==> src/rtl/audio_pkg.sv <==
// Shared audio types and defaults for the source arbiter and its neighbours.
// Optional feature macro used by the arbiter: AUDIO_ARB_UNDERRUN_CNT_EN.
package audio_pkg;

  localparam int SAMPLE_W_DEF        = 24;
  localparam int UNDERRUN_CYCLES_DEF = 3000;

  // Left channel occupies the upper half of the packed stereo word.
  typedef struct packed {
    logic [SAMPLE_W_DEF-1:0] left;
    logic [SAMPLE_W_DEF-1:0] right;
  } stereo_t;

  typedef enum logic [1:0] {
    IDLE = 2'd0,
    ARB  = 2'd1,
    HOLD = 2'd2
  } arb_state_t;

endpackage

==> src/rtl/audio_source_arbiter_if.sv <==
// Source-side valid/ready bundle plus the ADAU audio_in/audio_in_valid/audio_full handshake.
interface audio_source_arbiter_if
  import audio_pkg::*;
#(
  parameter int NUM_SRC  = 4,
  parameter int SAMPLE_W = SAMPLE_W_DEF
);
  logic [NUM_SRC-1:0]            src_en;
  logic [NUM_SRC-1:0]            src_valid;
  logic [NUM_SRC-1:0]            src_ready;
  logic [NUM_SRC*2*SAMPLE_W-1:0] src_sample;
  logic [2*SAMPLE_W-1:0]         out_sample;
  logic                          out_valid;
  logic                          sink_full;

  // Arbiter side
  modport master (
    input  src_en, src_valid, src_sample, sink_full,
    output src_ready, out_sample, out_valid
  );

  // Producers and the ADAU driver
  modport slave (
    output src_en, src_valid, src_sample, sink_full,
    input  src_ready, out_sample, out_valid
  );
endinterface

==> src/rtl/rr_arbiter.sv <==
// Combinational round-robin picker: first requester at or after ptr, wrapping.
module rr_arbiter #(
  parameter int N  = 4,
  parameter int IW = (N > 1) ? $clog2(N) : 1
) (
  input  logic [N-1:0]  req,
  input  logic [IW-1:0] ptr,
  output logic [N-1:0]  gnt,
  output logic [IW-1:0] gnt_idx,
  output logic          any_req
);

  logic          found;
  logic [IW-1:0] idx;

  always_comb begin
    gnt     = '0;
    gnt_idx = '0;
    found   = 1'b0;
    idx     = '0;
    for (int k = 0; k < N; k++) begin
      idx = IW'((int'(ptr) + k) % N);
      if (!found && req[idx]) begin
        found      = 1'b1;
        gnt[idx]   = 1'b1;
        gnt_idx    = idx;
      end
    end
  end

  assign any_req = |req;

endmodule

==> src/rtl/audio_source_arbiter.sv <==
// Round-robin stereo sample arbiter in front of the ADAU driver, with silence on underrun.
// Define AUDIO_ARB_UNDERRUN_CNT_EN to add the saturating underrun_count / underrun_clr ports.
module audio_source_arbiter
  import audio_pkg::*;
#(
  parameter int NUM_SRC         = 4,
  parameter int SAMPLE_W        = SAMPLE_W_DEF,
  parameter int UNDERRUN_CYCLES = UNDERRUN_CYCLES_DEF
) (
  input  logic                       clk,
  input  logic                       reset_n,
  input  logic                       enable,
  audio_source_arbiter_if.master     aif,
  output logic [$clog2(NUM_SRC)-1:0] grant_id,
  output logic                       underrun
`ifdef AUDIO_ARB_UNDERRUN_CNT_EN
  ,
  input  logic                       underrun_clr,
  output logic [15:0]                underrun_count
`endif
);

  localparam int SMP_W = 2 * SAMPLE_W;
  localparam int IW    = $clog2(NUM_SRC);
  localparam int CW    = (UNDERRUN_CYCLES > 1) ? $clog2(UNDERRUN_CYCLES) : 1;

  arb_state_t         state_q, state_d;
  logic [IW-1:0]      rr_ptr, gnt_idx;
  logic [NUM_SRC-1:0] eligible, gnt, src_ready_c;
  logic               any_req;
  logic [CW-1:0]      wait_cnt;
  logic               do_xfer, do_under, do_wait, consume;
  logic [SMP_W-1:0]   src_arr [NUM_SRC];

  for (genvar i = 0; i < NUM_SRC; i++) begin : g_unpack
    assign src_arr[i] = aif.src_sample[i*SMP_W +: SMP_W];
  end

  assign eligible      = aif.src_en & aif.src_valid;
  assign aif.src_ready = src_ready_c;

  rr_arbiter #(.N(NUM_SRC), .IW(IW)) u_rr (
    .req     (eligible),
    .ptr     (rr_ptr),
    .gnt     (gnt),
    .gnt_idx (gnt_idx),
    .any_req (any_req)
  );

  always_ff @(posedge clk or negedge reset_n) begin
    if (!reset_n) state_q <= IDLE;
    else          state_q <= state_d;
  end

  always_comb begin
    state_d     = state_q;
    src_ready_c = '0;
    do_xfer     = 1'b0;
    do_under    = 1'b0;
    do_wait     = 1'b0;
    consume     = 1'b0;
    case (state_q)
      IDLE: if (enable) state_d = ARB;
      ARB: begin
        if (!enable) begin
          state_d = IDLE;
        end else if (any_req) begin
          src_ready_c = gnt;
          do_xfer     = 1'b1;
          state_d     = HOLD;
        end else if (wait_cnt == CW'(UNDERRUN_CYCLES - 1)) begin
          do_under = 1'b1;
          state_d  = HOLD;
        end else begin
          do_wait = 1'b1;
        end
      end
      HOLD: begin
        // Enable is only sampled on the way out, so a held sample always drains.
        if (!aif.sink_full) begin
          consume = 1'b1;
          state_d = enable ? ARB : IDLE;
        end
      end
      default: state_d = IDLE;
    endcase
  end

  // ---- output stage: single registered sample toward the codec driver ----
  always_ff @(posedge clk or negedge reset_n) begin
    if (!reset_n) begin
      aif.out_sample <= '0;
      aif.out_valid  <= 1'b0;
      grant_id       <= '0;
      underrun       <= 1'b0;
      rr_ptr         <= '0;
      wait_cnt       <= '0;
    end else begin
      underrun <= do_under;
      if (do_xfer) begin
        aif.out_sample <= src_arr[gnt_idx];
        aif.out_valid  <= 1'b1;
        grant_id       <= gnt_idx;
        rr_ptr         <= (gnt_idx == IW'(NUM_SRC - 1)) ? '0 : gnt_idx + 1'b1;
        wait_cnt       <= '0;
      end else if (do_under) begin
        aif.out_sample <= '0;
        aif.out_valid  <= 1'b1;
        wait_cnt       <= '0;
      end else if (do_wait) begin
        wait_cnt <= wait_cnt + 1'b1;
      end
      if (consume) aif.out_valid <= 1'b0;
    end
  end

`ifdef AUDIO_ARB_UNDERRUN_CNT_EN
  always_ff @(posedge clk or negedge reset_n) begin
    if (!reset_n)                               underrun_count <= '0;
    else if (underrun_clr)                      underrun_count <= '0;
    else if (do_under && underrun_count != '1)  underrun_count <= underrun_count + 16'd1;
  end
`endif

endmodule

==> src/flat_wrapper.sv <==
// flat-port wrapper written by rule: the top's interface ports become plain ports
module audio_source_arbiter_flat import audio_pkg::*;
#(
  parameter int NUM_SRC         = 4,
  parameter int SAMPLE_W        = SAMPLE_W_DEF,
  parameter int UNDERRUN_CYCLES = UNDERRUN_CYCLES_DEF
)
  (clk, reset_n, enable, grant_id, underrun, aif_src_en, aif_src_valid, aif_src_sample, aif_sink_full, aif_src_ready, aif_out_sample, aif_out_valid);
  audio_source_arbiter_if #(.NUM_SRC(NUM_SRC), .SAMPLE_W(SAMPLE_W)) aif_i ();
  input  logic clk;
  input  logic reset_n;
  input  logic enable;
  output logic [$clog2(NUM_SRC)-1:0] grant_id;
  output logic underrun;
  input wire logic [$bits(aif_i.src_en)-1:0] aif_src_en;
  input wire logic [$bits(aif_i.src_valid)-1:0] aif_src_valid;
  input wire logic [$bits(aif_i.src_sample)-1:0] aif_src_sample;
  input wire logic [$bits(aif_i.sink_full)-1:0] aif_sink_full;
  output wire logic [$bits(aif_i.src_ready)-1:0] aif_src_ready;
  output wire logic [$bits(aif_i.out_sample)-1:0] aif_out_sample;
  output wire logic [$bits(aif_i.out_valid)-1:0] aif_out_valid;
  assign aif_i.src_en = aif_src_en;
  assign aif_i.src_valid = aif_src_valid;
  assign aif_i.src_sample = aif_src_sample;
  assign aif_i.sink_full = aif_sink_full;
  assign aif_src_ready = aif_i.src_ready;
  assign aif_out_sample = aif_i.out_sample;
  assign aif_out_valid = aif_i.out_valid;
  audio_source_arbiter #(.NUM_SRC(NUM_SRC), .SAMPLE_W(SAMPLE_W), .UNDERRUN_CYCLES(UNDERRUN_CYCLES)) u_core (.clk(clk), .reset_n(reset_n), .enable(enable), .aif(aif_i), .grant_id(grant_id), .underrun(underrun));
endmodule
==> config.mk <==
export PLATFORM = sky130hd
export DESIGN_NAME = audio_source_arbiter_flat
export DESIGN_NICKNAME = d
export VERILOG_FILES = /design/src/rtl/audio_pkg.sv /design/src/rtl/audio_source_arbiter_if.sv /design/src/rtl/rr_arbiter.sv /design/src/rtl/audio_source_arbiter.sv /design/src/flat_wrapper.sv
export SDC_FILE = /design/constraint.sdc
export NUM_CORES = 1
export LEC_CHECK = 0
export ABC_AREA = 1
export CAP_MARGIN = 5
export CORE_MARGIN = 3
export CORE_UTILIZATION = 40
export DETAILED_ROUTE_END_ITERATION = 7
export GPL_ROUTABILITY_DRIVEN = 0
export PLACE_DENSITY_LB_ADDON = 0.08
export SKIP_LAST_GASP = 1
export SYNTH_ARGS = -nofsm -noshare
export SYNTH_HDL_FRONTEND = slang
export SYNTH_SLANG_ARGS = --single-unit
export TNS_END_PERCENT = 10
==> constraint.sdc <==
create_clock -name clk -period 3.1 [get_ports clk]
set_input_delay 0.31 -clock clk [delete_from_list [all_inputs] [get_ports clk]]
set_output_delay 0.31 -clock clk [all_outputs]
set_load 0.01 [all_outputs]
# [Word-level counts from Yosys, hierarchy flattened]
# Index checks and enable logic that the tools add are counted.
[totals] register_bits=68 inputBits=204 out_inout_bits=56 word_cells=111
[classes] addsub=5 n_lt_le_gt_ge=9 eq_ne=7 mux=62 bitwise_logic=5 reduce_logical=16
[ops] operator="$mux 48" count=4
[ops] operator="$bmux 48 s2" count=1
[ops] operator="$mux 12" count=3
[ops] operator="$mux 1" count=28
[ops] operator="$mux 4" count=7
[ops] operator="$mux 2" count=10
[ops] operator="$add 12x1->12 const B" count=1
[ops] operator="$eq 12x12->1 const B" count=1
[ops] operator="$lt 2x3->1 const B" count=4
[ops] operator="$or 4x4->4" count=3
[ops] operator="$bmux 1 s2" count=4
[ops] operator="$demux 1 s2" count=4
[ops] operator="$ge 2x1->1 const B" count=4
[ops] operator="$logic_and 1x1->1" count=7
[ops] operator="$pmux 2 s3" count=1
[ops] operator="$reduce_bool 3->1" count=2
[ops] operator="$add 2x1->2 const B" count=2
[ops] operator="$add 2x2->2 const B" count=2
[ops] operator="$and 4x4->4" count=1
[ops] operator="$eq 2x2->1 const B" count=2
[ops] operator="$ne 2x2->1 const B" count=2
[ops] operator="$ne 4x2->1 const B" count=1
[ops] operator="$reduce_or 4->1" count=1
[ops] operator="$ge 3x3->1 const B" count=1
[ops] operator="other kinds (6)" count=8

# [Logic depth before layout (Yosys ltp)]
[logic_depth] ltp_word=18 mapped_depth=17 mapped_depth_nobuf=14

# [Modules after synthesis]
# From an unflattened synthesis, not the netlist that was laid out.
[unflattened] cells_unflattened=767 hier_area_um2=4833.4
[modules_own_cells] module="audio_source_arbiter" n_inst=1 cells_each=693 area_each_um2=4388.0 seq_area_each_um2=1701.6
[modules_own_cells] module="rr_arbiter" n_inst=1 cells_each=74 area_each_um2=445.4 seq_area_each_um2=0.0

# [Least setup slack after synthesis]
# Ideal clock, no wire load.
[synth_timing] path_type="register to register" startpoint="reg u_core.rr_ptr[0]" endpoint="reg u_core.aif.out_sample[0]" setup_ps=118 arrival_ps=2102 required_ps=2982 slack_ps=880 stages_incl_launch_ff=18 path_buffers=3 synth_period_minus_slack_ps=2220 path_cell_list="dfrtp_1 > inv_2 > buf_4 > ha_1 > inv_1 > nand3_1 > nand2_2 > nand2_1 > nand2_1 > nand2_1 > nand2_2 > nand2_2 > buf_6 > buf_6 > nand2_1 > nand3_1 > nand3_1 > nand2_1"
[synth_between] elab_chain_len=17 word_cells_on_any_way=29 cone_classes="add/sub: 3; mux: 19; bitwise: 1; reduce/logical: 6"
[synth_rtl] item="start, declared" line_no="audio_source_arbiter.sv:28" text="logic [IW-1:0] rr_ptr, gnt_idx;"
[synth_rtl] item="start signal, assigned" line_no="audio_source_arbiter.sv:104" text="rr_ptr <= (gnt_idx == IW'(NUM_SRC - 1)) ? '0 : gnt_idx + 1'b1;"
[synth_rtl] item="branches (longest 11 deep; another with $add 2x1->2)"
[synth_rtl] item="$mux 2 (*)" line_no="rr_arbiter.sv:23" text="if (!found && req[idx]) begin"
[synth_rtl] item="$not 2->3 (not written as such) (*)" line_no="audio_source_arbiter.sv:101" text="aif.out_sample <= src_arr[gnt_idx];"
[synth_rtl] item="$bmux 48 s2 (*)" line_no="audio_source_arbiter.sv:101"
[synth_rtl] item="$mux 48 (not written as such) (*) (2 in series)" line_no="audio_source_arbiter.sv:101"
[synth_rtl] item="$mux 48 (*)" line_no="audio_source_arbiter.sv:100" text="if (do_xfer) begin"
[synth_rtl] item="end signal, assigned" line_no="audio_source_arbiter.sv:101"
[synth_rtl] item="end, declared" line_no="audio_source_arbiter_if.sv:19" text="output src_ready, out_sample, out_valid"
# Mark *: on every way between the ends. The select of a mux whose other input is x is not followed.
# A chain may end at the register's enable or synchronous reset.

# [Final worst setup path]
[layout_timing] startpoint="reg u_core.rr_ptr[1]" endpoint="out aif_src_ready[0]"
[layout_between] elab_chain_len=15 word_cells_on_any_way=50 cone_classes="add/sub: 3; order compare: 8; mux: 26; bitwise: 3; reduce/logical: 10"
[layout_rtl] item="branches (longest 11 deep; another with $lt 2x3->1)"
[layout_rtl] item="$mux 4 (*)" line_no="rr_arbiter.sv:23"
[layout_rtl] item="$mux 4 (*)" line_no="audio_source_arbiter.sv:67" text="end else if (any_req) begin"
[layout_rtl] item="$mux 4 (*)" line_no="audio_source_arbiter.sv:65" text="if (!enable) begin"
[layout_rtl] item="$mux 4 (*)" line_no="audio_source_arbiter.sv:62" text="case (state_q)"
[layout_rtl] item="end, declared" line_no="flat_wrapper.sv:19" text="output wire logic [$bits(aif_i.src_ready)-1:0] aif_src_ready;"
# Marks and branches as above.

==> impl_metrics.tcl <==
set metrics [dict create \
    viasPerCell 5.426 \
    grt_max_degree 97 \
    syn_nets 945 \
    grt_remaining_overflow 0 \
    crit_path_end_kind "primary output" \
    area_growth_pct 61.50 \
    worstSkewPairLatency_ns 0.33 \
    hpwlAfterDp_mm 13.30 \
    grt_use_total_pct 26.13 \
    dieHeight_um 116.5 \
    diodes 0 \
    synth_warnings 0 \
    synth_common_cells "nand3_1, nand2_1, dfrtp_1" \
    fin_skew_ns 0.005605 \
    fin_ws_ns 0.04009 \
    portBuffers 259 \
    io_pins 260 \
    hold_viol_final 0 \
    avgSynthCellArea_sq_um 6.676 \
    grt_first_pass_wirelength_mm 28.33 \
    crit_fanout 7 \
    finalCriticalPeriod_ns 3.060 \
    grt_antenna_before_repair 0 \
    ctsLongestPathBuffers 2 \
    drtIter0Drc 415 \
    cp_data_arrival_time_ns 2.75 \
    worstReg2RegStart "u_core.rr_ptr[1]" \
    crit_family "buffers and inverters" \
    synth_area_leaders "dfrtp_1, nand3_1, nand2_1" \
    root_buffer "clkbuf_16" \
    power.total_mw 8.585 \
    cts_hold_buf 0 \
    num_rows 39 \
    fp.dieArea_sq_um 13580 \
    design_area_sq_um 7893 \
    async_flop_share_pct 100.0 \
    cp_slowest_cell "clkdlybuf4s50_1" \
    syn_area_sq_um 4887 \
    critPathMostFrequentCell "nand3_1" \
    hold_slack_ns 0.07720 \
    initial_core_util_pct 41.91 \
    die-width_um 116.5 \
    ys_ff_latch 68 \
    drive_gt1_share_pct 5.682 \
    clk_pin_slew_ns 0.06 \
    synthCells 732 \
    nNetsFinal 1176 \
    dpl_cell_area_sq_um 7530 \
    clkSinkCount 68 \
    htreeDepth 3 \
    synth.most_common_cell "nand3_1" \
    synth-seq-area-share_pct 34.82 \
    fin_cells 1111 \
    critPathMaxStageDelay_ns 0.56 \
    synth-edff-count 0 \
    first_pass_iters 5 \
    finish.utilization_pct 67.68 \
    fin_crit_sh_pct 98.71 \
    vdd_drop_max_mv 0.6975 \
    r2r-end "u_core.aif.out_sample[13]" \
    ant_nets 0 \
    max_slew_margin_pct 42.95 \
    p_per_area_nw_per_um2 1088 \
    coreArea_sq_um 11660 \
    r2r_cells 14 \
    critPathKind "reg2out" \
    worst-path-buf-inv 3 \
    required_ns 2.79 \
    cts_tree "done" \
    first_global_vias 5772 \
    status "complete, no violations" \
    hp-class "in2async" \
    wl_mm 18.54 \
    ys.flop_type "dfrtp_1" \
    nFillCells 998 \
    num_vias 6028 \
    ys_types 32 \
    worst_pin_slew_ns 0.8557 \
    maxSlewViolCount 0 \
    fin_tns_setup_ns 0 \
    crit_path_start_kind "flop" \
    drt_drc_violations_left 0 \
    wl_per_cell_um 16.68 \
    ff2ff_setup_slack_ns 0.38 \
    maxCapViolCount 0 \
    finalSetupViolCount 0 \
    path_cells "inv_2 -> ha_1 -> inv_1 -> nand3_1 -> nand2_2 -> nor2_4 -> nand3_1 -> nor2_1 -> a21oi_1 -> a31oi_1 -> clkdlybuf4s50_1" \
    cts_buffers 9 \
    dp_cells 1091 \
    synth_top_area_share_pct 34.82 \
    fmax_mhz 326.8 \
    synth_top_area_cell "dfrtp_1" \
    place_ws_ns 0.2743 \
    p_leak_nw 3.572 \
    grt_setup_unrepaired "true" \
]
-- layer usage --
| metal | vias to the layer above | track usage (%) | wire (um) |
|---|---|---|---|
| li1 | 2932 | - | - |
| met1 | 2745 | 31.18 | 7002 |
| met2 | 311 | 46.72 | 9406 |
| met3 | 40 | 6.528 | 1737 |
| met4 | 0 | 7.263 | 390 |
| met5 | - | 0 | 0 |
-- power by group --
group	total (mW)	internal (mW)	switching (mW)
Clock	1.11	0.724	0.390
Combinational	6.00	2.34	3.66
Sequential	1.47	1.23	0.234
Total	8.58	4.30	4.28
-- flip-flops by register name (all words and copies together), names as in the netlist --
signal / count
u_core.grant_id: 2
u_core.underrun: 1
u_core.rr_ptr: 2
u_core.state_q: 2
u_core.wait_cnt: 12
u_core.aif.out_valid: 1
u_core.aif.out_sample: 48
-- layout make-up --
class	instances	area, sq um	area share, %
Timing Repair Buffer	272	2753	34.88
Multi-Input combinational cell	589	2843	36.02
Sequential cell	68	1703	21.58
Clock buffer	10	239.0	3.028
Tap cell	143	178.9	2.267
Inverter	23	88.84	1.126
Clock inverter	6	87.58	1.110
-- placed cells by master, fill, tap and decap left out, types with 5 or more instances in the layout --
cell and count:
nand3_1 268, clkdlybuf4s50_1 257, nand2_1 236, dfrtp_1 67, nor2_1 20, inv_1 17
ha_1 9, clkbuf_16 9, buf_4 9, a21oi_1 8, o21ai_0 7, inv_2 5
nand4_1 5, nand3_2 5, buf_12 5
-- what timing repair did --
item | CTS | global route
buffers inserted | 0 | 4
pin swaps | 0 | 1
resized for setup | 2 | 1
setup endpoints to repair | 4 | 4
-- worst max path at each step --
stage / startpoint / to / slack [ns] / depth (start not counted)
2_1_floorplan: u_core.rr_ptr[0] / u_core.aif.out_sample[0] / 0.88 / 17
3_3_place_gp: u_core.rr_ptr[1] / aif_src_ready[0] / 0.39 / 10
3_5_place_dp: u_core.rr_ptr[1] / aif_src_ready[3] / 0.27 / 10
4_1_cts: u_core.rr_ptr[1] / aif_src_ready[3] / 0.02 / 10
5_1_grt: u_core.rr_ptr[1] / aif_src_ready[2] / -0.13 / 11
6_report: u_core.rr_ptr[1] / aif_src_ready[0] / 0.04 / 11
-- kinds of logic after synthesis --
| family | Yosys count | synth area share (%) |
|---|---|---|
| adders and majority gates | 9 | 2.304 |
| buffers and inverters | 75 | 7.578 |
| and+or+nand+nor | 551 | 51.43 |
| DFF | 68 | 34.82 |
| xor gates and xnor gates | 2 | 0.3585 |
| AOI/OAI and AO/OA | 27 | 3.508 |
(Power assumes the default switching activity.)
